===== config.mk =====
export PLATFORM = sky130hd
export DESIGN_NAME = instr_encoder
export DESIGN_NICKNAME = d
export VERILOG_FILES = /design/src/rtl/instr_encoder.sv
export SDC_FILE = /design/constraint.sdc
export NUM_CORES = 1
export LEC_CHECK = 0
export CAP_MARGIN = 40
export CORE_ASPECT_RATIO = 1.4
export CORE_MARGIN = 2
export CORE_UTILIZATION = 40
export DETAILED_ROUTE_END_ITERATION = 7
export HOLD_SLACK_MARGIN = 0.06
export PLACE_DENSITY = 0.7
export SETUP_SLACK_MARGIN = 0.3
export SYNTH_ARGS = -nofsm -noshare
export SYNTH_HDL_FRONTEND = slang
export SYNTH_SLANG_ARGS = --single-unit

===== constraint.sdc =====
create_clock -name clk -period 4.9 [get_ports clk]
set_clock_uncertainty 0.05 [all_clocks]
set_input_delay 0.735 -clock clk [delete_from_list [all_inputs] [get_ports clk]]
set_output_delay 0.735 -clock clk [all_outputs]
set_load 0.01 [all_outputs]

===== src/rtl/instr_encoder.sv =====
// -----------------------------------------------------------------------------
// instr_encoder
//   Loads a job of decoded RV32 instruction requests, encodes each one into a
//   32-bit instruction word and presents it for writing to consecutive imem
//   word addresses starting at base_addr. Requests with an unknown opcode are
//   rejected (counted, flagged, no word written).
//
// Ports
//   clk, rst              clock; asynchronous active-high reset
//   start                 one-cycle job start pulse (honoured only in IDLE)
//   base_addr, count      job start address / number of requests, sampled on start
//   in_valid, in_ready    request handshake
//   in_opcode .. in_imm   instruction fields (in_imm is the full immediate value)
//   out_valid, out_ready  imem write handshake
//   out_instr, out_addr   encoded word and its imem address
//   err_pulse, err_count  one-cycle reject flag / saturating reject count
//   busy, done            not-IDLE indicator / one-cycle job completion pulse
//
// Build option
//   IMM_RANGE_CHECK_EN    when defined, requests whose immediate does not fit
//                         the encoding format (or is misaligned for B/J, or
//                         has nonzero low bits for U) are rejected as well.
//                         When undefined, immediates are truncated silently.
// -----------------------------------------------------------------------------
module instr_encoder (
  input  logic        clk,
  input  logic        rst,
  input  logic        start,
  input  logic [31:0] base_addr,
  input  logic [15:0] count,
  input  logic        in_valid,
  output logic        in_ready,
  input  logic [6:0]  in_opcode,
  input  logic [4:0]  in_rd,
  input  logic [4:0]  in_rs1,
  input  logic [4:0]  in_rs2,
  input  logic [2:0]  in_funct3,
  input  logic [6:0]  in_funct7,
  input  logic [31:0] in_imm,
  output logic        out_valid,
  input  logic        out_ready,
  output logic [31:0] out_instr,
  output logic [31:0] out_addr,
  output logic        err_pulse,
  output logic [7:0]  err_count,
  output logic        busy,
  output logic        done
);

  localparam int unsigned ADDR_W = 32;
  localparam int unsigned WORD_W = 32;
  localparam int unsigned CNT_W  = 16;
  localparam int unsigned ERR_W  = 8;

  localparam logic [6:0] OP_IMM    = 7'b0010011;
  localparam logic [6:0] OP_LOAD   = 7'b0000011;
  localparam logic [6:0] OP_JALR   = 7'b1100111;
  localparam logic [6:0] OP_STORE  = 7'b0100011;
  localparam logic [6:0] OP_BRANCH = 7'b1100011;
  localparam logic [6:0] OP_JAL    = 7'b1101111;
  localparam logic [6:0] OP_LUI    = 7'b0110111;
  localparam logic [6:0] OP_AUIPC  = 7'b0010111;
  localparam logic [6:0] OP_REG    = 7'b0110011;

  typedef enum logic [1:0] {
    S_IDLE,
    S_LOAD,
    S_DRAIN,
    S_DONE
  } state_e;

  state_e             state_q,     state_d;
  logic [CNT_W-1:0]   remaining_q, remaining_d;
  logic [ADDR_W-1:0]  addr_ptr_q,  addr_ptr_d;
  logic               out_valid_q, out_valid_d;
  logic [WORD_W-1:0]  out_instr_q, out_instr_d;
  logic [ADDR_W-1:0]  out_addr_q,  out_addr_d;
  logic               err_pulse_q, err_pulse_d;
  logic [ERR_W-1:0]   err_count_q, err_count_d;
  logic               busy_q,      busy_d;
  logic               done_q,      done_d;

  logic               accept;
  logic [WORD_W-1:0]  enc_word;
  logic               enc_ok;

`ifdef IMM_RANGE_CHECK_EN
  // True when v is representable as an n-bit two's-complement value.
  function automatic logic fits_signed(input logic [31:0] v, input int unsigned n);
    logic [31:0] hi;
    hi = 32'($signed(v) >>> (n - 1));
    return (hi == '0) || (hi == '1);
  endfunction
`endif

  // The output register may be refilled in the same cycle it is drained.
  assign in_ready = (state_q == S_LOAD) && (!out_valid_q || out_ready);
  assign accept   = in_valid && in_ready;

  // Field packing per instruction format; enc_ok=0 marks a rejected request.
  always_comb begin : encode
    enc_word = '0;
    enc_ok   = 1'b1;
    case (in_opcode)
      OP_IMM, OP_LOAD, OP_JALR: begin
        enc_word = {in_imm[11:0], in_rs1, in_funct3, in_rd, in_opcode};
`ifdef IMM_RANGE_CHECK_EN
        enc_ok = fits_signed(in_imm, 12);
`endif
      end
      OP_STORE: begin
        enc_word = {in_imm[11:5], in_rs2, in_rs1, in_funct3, in_imm[4:0], in_opcode};
`ifdef IMM_RANGE_CHECK_EN
        enc_ok = fits_signed(in_imm, 12);
`endif
      end
      OP_BRANCH: begin
        enc_word = {in_imm[12], in_imm[10:5], in_rs2, in_rs1, in_funct3,
                    in_imm[4:1], in_imm[11], in_opcode};
`ifdef IMM_RANGE_CHECK_EN
        enc_ok = fits_signed(in_imm, 13) && !in_imm[0];
`endif
      end
      OP_JAL: begin
        enc_word = {in_imm[20], in_imm[10:1], in_imm[11], in_imm[19:12], in_rd, in_opcode};
`ifdef IMM_RANGE_CHECK_EN
        enc_ok = fits_signed(in_imm, 21) && !in_imm[0];
`endif
      end
      OP_LUI, OP_AUIPC: begin
        enc_word = {in_imm[31:12], in_rd, in_opcode};
`ifdef IMM_RANGE_CHECK_EN
        enc_ok = (in_imm[11:0] == 12'd0);
`endif
      end
      OP_REG: begin
        enc_word = {in_funct7, in_rs2, in_rs1, in_funct3, in_rd, in_opcode};
      end
      default: begin
        enc_ok = 1'b0;
      end
    endcase
  end

  // Next-state, datapath and status logic.
  always_comb begin : next_state
    state_d     = state_q;
    remaining_d = remaining_q;
    addr_ptr_d  = addr_ptr_q;
    out_valid_d = out_valid_q;
    out_instr_d = out_instr_q;
    out_addr_d  = out_addr_q;
    err_pulse_d = 1'b0;
    err_count_d = err_count_q;

    // A completed write empties the output register unless refilled below.
    if (out_valid_q && out_ready) begin
      out_valid_d = 1'b0;
    end

    // Rejected requests still consume a job slot but do not advance the address.
    if (accept) begin
      remaining_d = remaining_q - CNT_W'(1);
      if (enc_ok) begin
        out_valid_d = 1'b1;
        out_instr_d = enc_word;
        out_addr_d  = addr_ptr_q;
        addr_ptr_d  = addr_ptr_q + ADDR_W'(4);
      end else begin
        err_pulse_d = 1'b1;
        if (err_count_q != '1) begin
          err_count_d = err_count_q + ERR_W'(1);
        end
      end
    end

    case (state_q)
      S_IDLE: begin
        if (start) begin
          addr_ptr_d  = base_addr;
          remaining_d = count;
          state_d     = (count == CNT_W'(0)) ? S_DONE : S_LOAD;
        end
      end
      S_LOAD: begin
        if (accept && (remaining_q == CNT_W'(1))) begin
          state_d = S_DRAIN;
        end
      end
      S_DRAIN: begin
        if (!out_valid_q) begin
          state_d = S_DONE;
        end
      end
      S_DONE: begin
        state_d = S_IDLE;
      end
      default: begin
        state_d = S_IDLE;
      end
    endcase

    busy_d = (state_d != S_IDLE);
    done_d = (state_d == S_DONE);
  end

  // State and output registers.
  always_ff @(posedge clk or posedge rst) begin
    if (rst) begin
      state_q     <= S_IDLE;
      remaining_q <= '0;
      addr_ptr_q  <= '0;
      out_valid_q <= 1'b0;
      out_instr_q <= '0;
      out_addr_q  <= '0;
      err_pulse_q <= 1'b0;
      err_count_q <= '0;
      busy_q      <= 1'b0;
      done_q      <= 1'b0;
    end else begin
      state_q     <= state_d;
      remaining_q <= remaining_d;
      addr_ptr_q  <= addr_ptr_d;
      out_valid_q <= out_valid_d;
      out_instr_q <= out_instr_d;
      out_addr_q  <= out_addr_d;
      err_pulse_q <= err_pulse_d;
      err_count_q <= err_count_d;
      busy_q      <= busy_d;
      done_q      <= done_d;
    end
  end

  assign out_valid = out_valid_q;
  assign out_instr = out_instr_q;
  assign out_addr  = out_addr_q;
  assign err_pulse = err_pulse_q;
  assign err_count = err_count_q;
  assign busy      = busy_q;
  assign done      = done_q;

endmodule


[Word-level counts from Yosys, hierarchy flattened]
Index checks and enable logic that the tools add are counted.
Widths: inputs -> output; s select.
Operators by class
  add/sub/neg operators: 3
  equal/unequal tests: 15
  multiplexer cells: 19
  bitwise operators: 1
  reductions and logical operators: 14
Operator list (count)
  $pmux 32 s6: 1
  $mux 32: 4
  $mux 16: 3
  $add 32x3->32 const B: 1
  $eq 7x6->1 const B: 3
  $eq 7x7->1 const B: 3
  $eq 16x1->1 const B: 1
  $logic_not 16->1: 1
  $sub 16x1->16 const B: 1
  $eq 7x5->1 const B: 2
  $reduce_or 9->1: 1
  $add 8x1->8 const B: 1
  $mux 2: 4
  $ne 8x8->1 const B: 1
  $pmux 2 s4: 1
  $eq 7x2->1 const B: 1
  $eq 2x2->1 const B: 3
  $mux 1: 6
  $logic_and 1x1->1: 4
  $reduce_and 3->1: 1
  $reduce_or 3->1: 1
  $eq 2x1->1 const B: 1
  $logic_not 2->1: 1
  $reduce_and 2->1: 1
  5 further kinds: 5
Word-level totals
  bits in registers: 126
  output and inout bits: 77
  logic and storage cells: 62

[Longest topological paths before layout]
Gate-level depths: netlist (run 1).
  depth after elaboration: 8
  gate-level depth with buffers: 8

[Worst setup path after synthesis (run 1)]
No wires, ideal clock.
  path type: input port to flip-flop
  start point: input in_opcode[2]
  end point: register addr_ptr_q[31]
  arrival time: 2204 ps
  data required time: 4768 ps
  setup slack: 2564 ps
  stages: 7
  buffers on the path: 2
  path through: buf_2 inv_1 a211oi_2 buf_4 o211ai_2 or4_1 a31oi_1
Between the ends
  cells in the longest elaborated chain, start to end: 7
  elaborated cells on any way between the ends: 15
  those cells by class: eq/ne: 9; mux: 5; reduce/logical: 1
RTL lines
  from (decl): line 33  | input logic [6:0] in_opcode,
  $eq 7x6->1 (tied with other cells): line 104  | case (in_opcode)
  $reduce_or 9->1 (no line) (*)
  $mux 1 (*): line 104
  $mux 32 (*): line 164  | if (enc_ok) begin
  $mux 32 (*): line 162  | if (accept) begin
  $mux 32: line 179  | if (start) begin
  $mux 32 (*): line 177  | case (state_q)
  via addr_ptr_d[31]: line 74  | logic [ADDR_W-1:0] addr_ptr_q, addr_ptr_d;
  to (signal assigned): line 223  | addr_ptr_q <= addr_ptr_d;
  to (decl): line 74
The timed path passes the listed nets; every way through them passes the cells marked *.
A chain may end at the register's enable or synchronous reset.

[Worst setup path in the final report (run 1)]
  start point: input in_opcode[2]
  end point: register addr_ptr_q[22]
Same word-level chain as after synthesis.

==> results of run 1 <==
[cells in the final DEF (no fill, tap or decap), types with 2 or more instances in the layout]
master | netlist | final
a211oi_1 | 4 | 4
a21oi_1 | 10 | 9
a221oi_1 | 13 | 13
a222oi_1 | 4 | 4
a22oi_1 | 7 | 7
a31oi_1 | 23 | 23
and2_1 | 3 | 3
and3_1 | 5 | 5
buf_12 | 0 | 3
buf_4 | 2 | 6
bufinv_16 | 0 | 3
clkbuf_16 | 0 | 17
clkbuf_8 | 0 | 4
clkdlybuf4s50_1 | 0 | 193
clkinvlp_4 | 0 | 4
dfrtp_1 | 126 | 126
ha_1 | 4 | 4
inv_1 | 15 | 14
mux2_2 | 2 | 2
nand2_1 | 156 | 156
nand2b_1 | 7 | 7
nand3_1 | 21 | 21
nand3b_1 | 2 | 2
nand4_1 | 12 | 12
nand4b_1 | 2 | 2
nor2_1 | 75 | 75
nor3_1 | 4 | 4
nor4_1 | 9 | 9
o2111a_1 | 2 | 2
o2111ai_1 | 4 | 4
o211ai_1 | 3 | 3
o211ai_2 | 3 | 3
o21ai_0 | 62 | 62
o31a_1 | 2 | 2
o31ai_1 | 6 | 6
or2_2 | 2 | 2
or3_1 | 13 | 13
or4_1 | 8 | 8
xnor2_1 | 14 | 14
xor2_1 | 16 | 16
[state kept, by name, indices dropped and copies added (netlist names), 2 cells and up]
register,count
err_count,8
remaining_q,16
state_q,2
out_instr,32
out_addr,32
addr_ptr_q,32
[area by class of cell]
| cell class | count | area, µm² |
|---|---|---|
| clock buffer | 22 | 484 |
| clock inverter | 9 | 134 |
| fill | 1410 | 6390 |
| inverter | 15 | 58.8 |
| multi-input combinational | 521 | 2900 |
| sequential | 126 | 3150 |
| tap | 196 | 245 |
| timing repair buffer | 203 | 2040 |
[final timing paths]
check	slack, ps	to	depth (start not counted)	startpoint
min in group asynchronous	680	out_instr[17]$_DFFE_PP0P_	2	rst
max in group asynchronous	3180	addr_ptr_q[7]$_DFF_PP0_	4	rst
hold / removal	410	out_instr[0]$_DFFE_PP0P_	1	out_instr[0]$_DFFE_PP0P_
setup / recovery	1740	addr_ptr_q[22]$_DFF_PP0_	7	in_opcode[2]
setup reg to reg	2380	addr_ptr_q[22]$_DFF_PP0_	6	state_q[1]$_DFF_PP0_
hold reg to reg	410	out_instr[0]$_DFFE_PP0P_	1	out_instr[0]$_DFFE_PP0P_
[through the flow]
stage	power [µW]	instances	worst slack, ps
CTS	4420	1092	1780
floorplan	2360	697	759
finish	4380	1092	1740
global route	4650	1092	1600
detailed placement	3080	1061	1360
global placement	3050	1059	1410
[synthesized netlist by cell type (3+ instances only)]
cell type    n  area share (%)
a31oi_1     23             2.3
xnor2_1     14             2.0
xor2_1      16             2.3
nand3_1     21             1.7
a221oi_1    13             1.8
nand2b_1     7            0.70
o31ai_1      6            0.72
ha_1         4            0.80
o211ai_2     3            0.60
a222oi_1     4            0.64
buf_2        8            0.64
a22oi_1      7            0.84
nand2_1    156             9.4
and3_1       5            0.50
inv_1       15            0.90
nor4_1       9            0.90
and2_1       3            0.30
dfrtp_1    126              51
nor2_1      75             4.5
clkbuf_1    23             1.4
or3_1       13             1.3
o21ai_0     62             5.0
nor3_1       4            0.32
nand4_1     12             1.2
o2111ai_1    4            0.56
a211oi_1     4            0.48
a21oi_1     10            0.80
o211ai_1     3            0.36
or4_1        8            0.96
[per-layer routing]
metal | share of wire (%) | up-vias
li1 | - | 2848
met4 | 2.9 | 0
met2 | 51 | 151
met1 | 41 | 2813
met5 | 0 | -
met3 | 4.5 | 35
[power groups by stage]
stage	Clock, µW	Combinational [µW]	Sequential, µW
final	1310	1320	1750
after global routing	1380	1460	1810
after CTS	1330	1340	1750
after detailed placement	0	1330	1760
after global placement	0	1300	1760
after floorplan	0	580	1780
[worst register-to-register path: stages (launching register included)]
cell	delay, ps
dfrtp_1	420
and2b_1	270
and3_1	400
buf_4	260
o2111ai_1	370
o31a_1	380
o31a_1	270
[kinds of logic after synthesis]
kind of cell,synth area share (%)
flops,50.6
xor+xnor,4.22
fa+ha+maj,0.804
mux,0.362
buf+inv,3.31
compound gates,16.5
simple gates,24.2
==> impl_results.md, run 1 <==
* Vias at 5847
* Syn. warnings at 0
* P_int at 2980 µW
* GPL Wtd Cong at 0.804
* Final period utilization at 64.6%
* Final HPWL DP at 13100 µm
* NetSw at 1400 µW
* I/O Pins at 194
* Final std cell area, no fill at 9010 µm²
* EDFF count, synth at 0
* Peak per-stage delay on the critical path at 880 ps
* DRT Pass-1 Iters at 5
* Post-CTS Setup Inserts at 0
* Routed Antenna Nets at 0
* Yosys reg bits at 126
* Family with the most delay on the worst path: buffers and inverters
* Routed Wire Length at 18300 µm
* Top_reg_cell synth: dfrtp_1
* Worst EP required at 5140 ps
* Crit path capture type: flop
* Largest net degree at the start of global routing at 89
* Chip height at 152 µm
* CTS root buf: clkbuf_16
* Remaining DRCs at 0
* Final core occ at 58.5%
* Die Width at 109 µm
* Slowest stage cell, crit path: clkdlybuf4s50_1
* Fin crit period at 3160 ps
* GR Util met1 at 29.0%
* DRT iter0 DRCs at 285
* Comb pwr share at 30.2%
* Core Footprint at 15400 µm²
* Switching Fraction at 32.0%
* Met3 Usage GRT at 3.85%
* Cell Area, Synth at 6230 µm²
* Slew Limit Fails at 0
* Antenna cells at 0
* Initial antenna violation count at 0
* Fin Setup TNS at 0 ps
* Max IR drop VDD at 0.000253 V
* Hold-fix buffers, CTS at 0
* RSZ-0062 raised after global routing: false
* WHS at 413 ps
* Placed cell area at 8390 µm²
* First-pass GRT wire length at 28600 µm
* Max Cap Viol at 0
* Total Routing Usage GR at 22.3%
* Worst hold-check path type: flop to flop
* Net Count, Synth at 818
* Layout cells sized above 1 at 6.14%
* Clk pin slew, worst setup/hold paths at 60 ps
* Worst-path cell chain: clkdlybuf4s50_1, inv_1, a211oi_2, buf_4, o2111ai_1, o31a_1, o31a_1
* Via/cell ratio at 5.35
* CP Data Arrival Time at 3400 ps
* Syn avg cell area at 8.93 µm²
* Vias in the first global route at 5656
* Sequential power share at 40.0%
* GR peak layer: met2
* Relative slew slack at 42.8%
* Final Hold Vio Count at 0
* Area growth from synthesis to layout at 44.7%
* Avg WL per Cell at 16.8 µm
* Die ar. at 16600 µm²
* Register area share after synthesis at 50.6%
* Resized Gates After CTS at 0
* Pwr Density at 486 nW/µm²
* Async set-or-reset flop fraction in the synthesized netlist at 100%
* TritonCTS clock tree: yes
* PortBufs at 193
* Row count at 54
* Crit Path Max Fanout at 19
* Clock power frac at 29.8%
* Lkg Pwr at 0.00368 µW
* Post-synthesis cell type count at 59
* Gr ovfl total at 0
* Worst-Skew Late Latency at 400 ps
* Final setup violation count at 0
* Fmax at 316 MHz
* CTS Buf Count at 17
* H-tree depth at 4
* Crit Path Class: input pin to flop
* Clock Sinks at 126
* Outcome: finished, final reports clean
* Gate Count Post-Synth at 697
* Maximum clock path buffer count at 2
* Nets at 1005
* Worst-Margin Slew at 850 ps
* M2 GR Usage at 36.6%
* CP bufs+invs at 3
* Critical Path Source Type: input pin
* Cell mode on critical path: o31a_1
* Starting Density at 40.4%
(Power assumes the default switching activity.)
==> run 2: changes to the inputs <==
--- a/config.mk
+++ b/config.mk
@@ -11,7 +11,7 @@
 export CORE_UTILIZATION = 40
 export DETAILED_ROUTE_END_ITERATION = 7
 export HOLD_SLACK_MARGIN = 0.06
-export PLACE_DENSITY = 0.7
+export PLACE_DENSITY = 0.73
 export SETUP_SLACK_MARGIN = 0.3
 export SYNTH_ARGS = -nofsm -noshare
 export SYNTH_HDL_FRONTEND = slang
==> constraint.sdc (replaced) <==
create_clock -name clk -period 2.9 [get_ports clk]
set_clock_uncertainty 0.05 [all_clocks]
set_input_delay 0.435 -clock clk [delete_from_list [all_inputs] [get_ports clk]]
set_output_delay 0.435 -clock clk [all_outputs]
set_load 0.01 [all_outputs]
==> impl_results.md, run 2 (synthesized netlist as in run 1, its figures left out) <==
* Outcome: finished, final reports clean (unchanged)
* Max IR drop VDD at 0.000494 V (was 0.000253 V)
* Fin Setup TNS at 0 ps (unchanged)
* Fin crit period at 2370 ps
* Worst hold-check path type: flop to flop (unchanged)
* RSZ-0062 raised after global routing: false (unchanged)
* Inst Count DP at 1084 (was 1061)
* GR Util met1 at 29.1% (was 29.0%)
* Met3 Usage GRT at 3.89% (was 3.85%)
* Worst-Margin Slew at 719 ps (was 850 ps)
* Worst-Skew Late Latency at 410 ps (was 400 ps)
* Maximum clock path buffer count at 2 (unchanged)
* CP Data Arrival Time at 2610 ps (was 3400 ps)
* GR peak layer: met2 (unchanged)
* Non-filler cells, final at 1113 (was 1092)
* RR Startpoint: state_q[1]$_DFF_PP0_ (unchanged)
* Antenna cells at 0 (unchanged)
* TritonCTS clock tree: yes (unchanged)
* Worst hold stages at 1 (unchanged)
* CTS root buf: clkbuf_16 (unchanged)
* GPL Wtd Cong at 0.846 (was 0.804)
* Starting Density at 40.4% (unchanged)
* Final Hold Vio Count at 0 (unchanged)
* Final setup violation count at 0 (unchanged)
* Slew Limit Fails at 0 (unchanged)
* CP bufs+invs at 4 (was 3)
* Via/cell ratio at 5.35 (about the same)
* DRT Pass-1 Iters at 5 (unchanged)
* Avg WL per Cell at 16.5 µm (was 16.8 µm)
* R2r worst-path depth at 6 (unchanged)
* Die Width at 109 µm (unchanged)
* Resized Gates After CTS at 0 (unchanged)
* Area growth from synthesis to layout at 46.6% (was 44.7%)
* Total Routing Usage GR at 22.5% (was 22.3%)
* Vias at 5959 (was 5847)
* PortBufs at 193 (unchanged)
* Max Cap Viol at 0 (unchanged)
* H-tree depth at 4 (unchanged)
* Crit path capture type: flop (unchanged)
* Vias in the first global route at 5819 (was 5656)
* Clk pin slew, worst setup/hold paths at 50 ps (was 60 ps)
* Relative slew slack at 51.7% (was 42.8%)
* Routed Antenna Nets at 0 (unchanged)
* DRT iter0 DRCs at 390 (was 285)
* Pwr Density at 797 nW/µm² (was 486 nW/µm²)
* I/O Pins at 194 (unchanged)
* Chip height at 152 µm (unchanged)
* Critical Path Source Type: input pin (unchanged)
* Hold-fix buffers, CTS at 0 (unchanged)
* Hold path start: out_instr[0]$_DFFE_PP0P_ (unchanged)
* Final period utilization at 81.8%
* CTS Buf Count at 17 (unchanged)
* Largest net degree at the start of global routing at 75 (was 89)
* Hold path endpoint: out_instr[0]$_DFFE_PP0P_ (unchanged)
* First-pass GRT wire length at 29000 µm (was 28600 µm)
* Post-CTS Setup Inserts at 0 (unchanged)
* Lkg Pwr at 0.00377 µW (was 0.00368 µW)
* Initial antenna violation count at 0 (unchanged)
* Worst EP required at 3140 ps (was 5140 ps)
* Remaining DRCs at 0 (unchanged)
* Layout cells sized above 1 at 8.29% (was 6.14%)
* Row count at 54 (unchanged)
* M2 GR Usage at 37.2% (was 36.6%)
* Fill cells at 1396 (was 1410)
* Crit Path Class: input pin to flop (unchanged)
* Gr ovfl total at 0 (unchanged)
* Peak per-stage delay on the critical path at 630 ps (was 880 ps)
* Final HPWL DP at 13500 µm (was 13100 µm)
* Most common cell after layout, fill and taps aside: clkdlybuf4s50_1 (unchanged)
* Core Footprint at 15400 µm² (unchanged)
* Family with the most delay on the worst path: buffers and inverters (unchanged)
* Routed Wire Length at 18400 µm (was 18300 µm)
* Worst reg2reg endpoint: addr_ptr_q[28]$_DFF_PP0_ (was addr_ptr_q[22]$_DFF_PP0_)
* Fmax at 422 MHz
* Commonest cells after routing, fill and taps aside: clkdlybuf4s50_1, nand2_1, dfrtp_1, nor2_1, o21ai_0 (unchanged)
* Crit Path Max Fanout at 12 (was 19)
* R2r setup slk at 690 ps (was 2380 ps)
* Slowest stage cell, crit path: clkdlybuf4s50_1 (unchanged)
* Clock Sinks at 126 (unchanged)
* Worst-path cell chain: clkdlybuf4s50_1, inv_1, a211oi_2, buf_4, o2111ai_1, buf_4, o31a_1, o31a_1 (was clkdlybuf4s50_1, inv_1, a211oi_2, buf_4, o2111ai_1, o31a_1, o31a_1)
* Nets at 1028 (was 1005)
* Die ar. at 16600 µm² (unchanged)
run 2: area by class of cell:
type                            instances  area, µm²  share of cell area [%]
Clock buffer                           22        484                    5.30
Clock inverter                          7       87.6                   0.959
Inverter                               15       60.1                   0.658
Multi-Input combinational cell        521       2900                    31.7
Sequential cell                       126       3150                    34.5
Tap cell                              196        245                    2.69
Timing Repair Buffer                  226       2200                    24.1
run 2: worst max-delay path by stage:
stage | from | to | cells past startpoint
global placement | in_opcode[6] | addr_ptr_q[22]$_DFF_PP0_ | 8
CTS | in_opcode[2] | addr_ptr_q[22]$_DFF_PP0_ | 8
global route | in_opcode[2] | addr_ptr_q[18]$_DFF_PP0_ | 8
detailed placement | in_opcode[2] | addr_ptr_q[22]$_DFF_PP0_ | 8
finish | in_opcode[2] | addr_ptr_q[22]$_DFF_PP0_ | 8
floorplan | rst | addr_ptr_q[0]$_DFFE_PP0P_ | 1
run 2: layer usage:
layer	vias to the layer above	share of wire (%)	routed length, µm
met5	-	0	0
met4	0	2.7	491
met3	36	4.8	891
met2	194	51	9330
met1	2838	42	7710
li1	2891	-	-
run 2: where the power goes:
part	leakage, µW	internal (µW)	total [µW]	switching, µW
combinational	0.00196	1210	2250	1040
sequential	0.00153	2400	2950	548
clock	0.000283	1340	2080	741
total	0.00377	4940	7270	2330
run 2: stage by stage:
stage | hold WS, ps | instance area, µm² | util (%) | power (µW) | setup slack, ps
floorplan | 389 | 6230 | - | 3990 | 862
global placement | 397 | 8560 | 55.6 | 5170 | 214
detailed placement | 405 | 8560 | 55.6 | 5220 | 177
CTS | 417 | 9130 | 59.3 | 7330 | 571
global route | 442 | 9130 | 59.3 | 7730 | 437
finish | 414 | 9130 | 59.3 | 7270 | 528
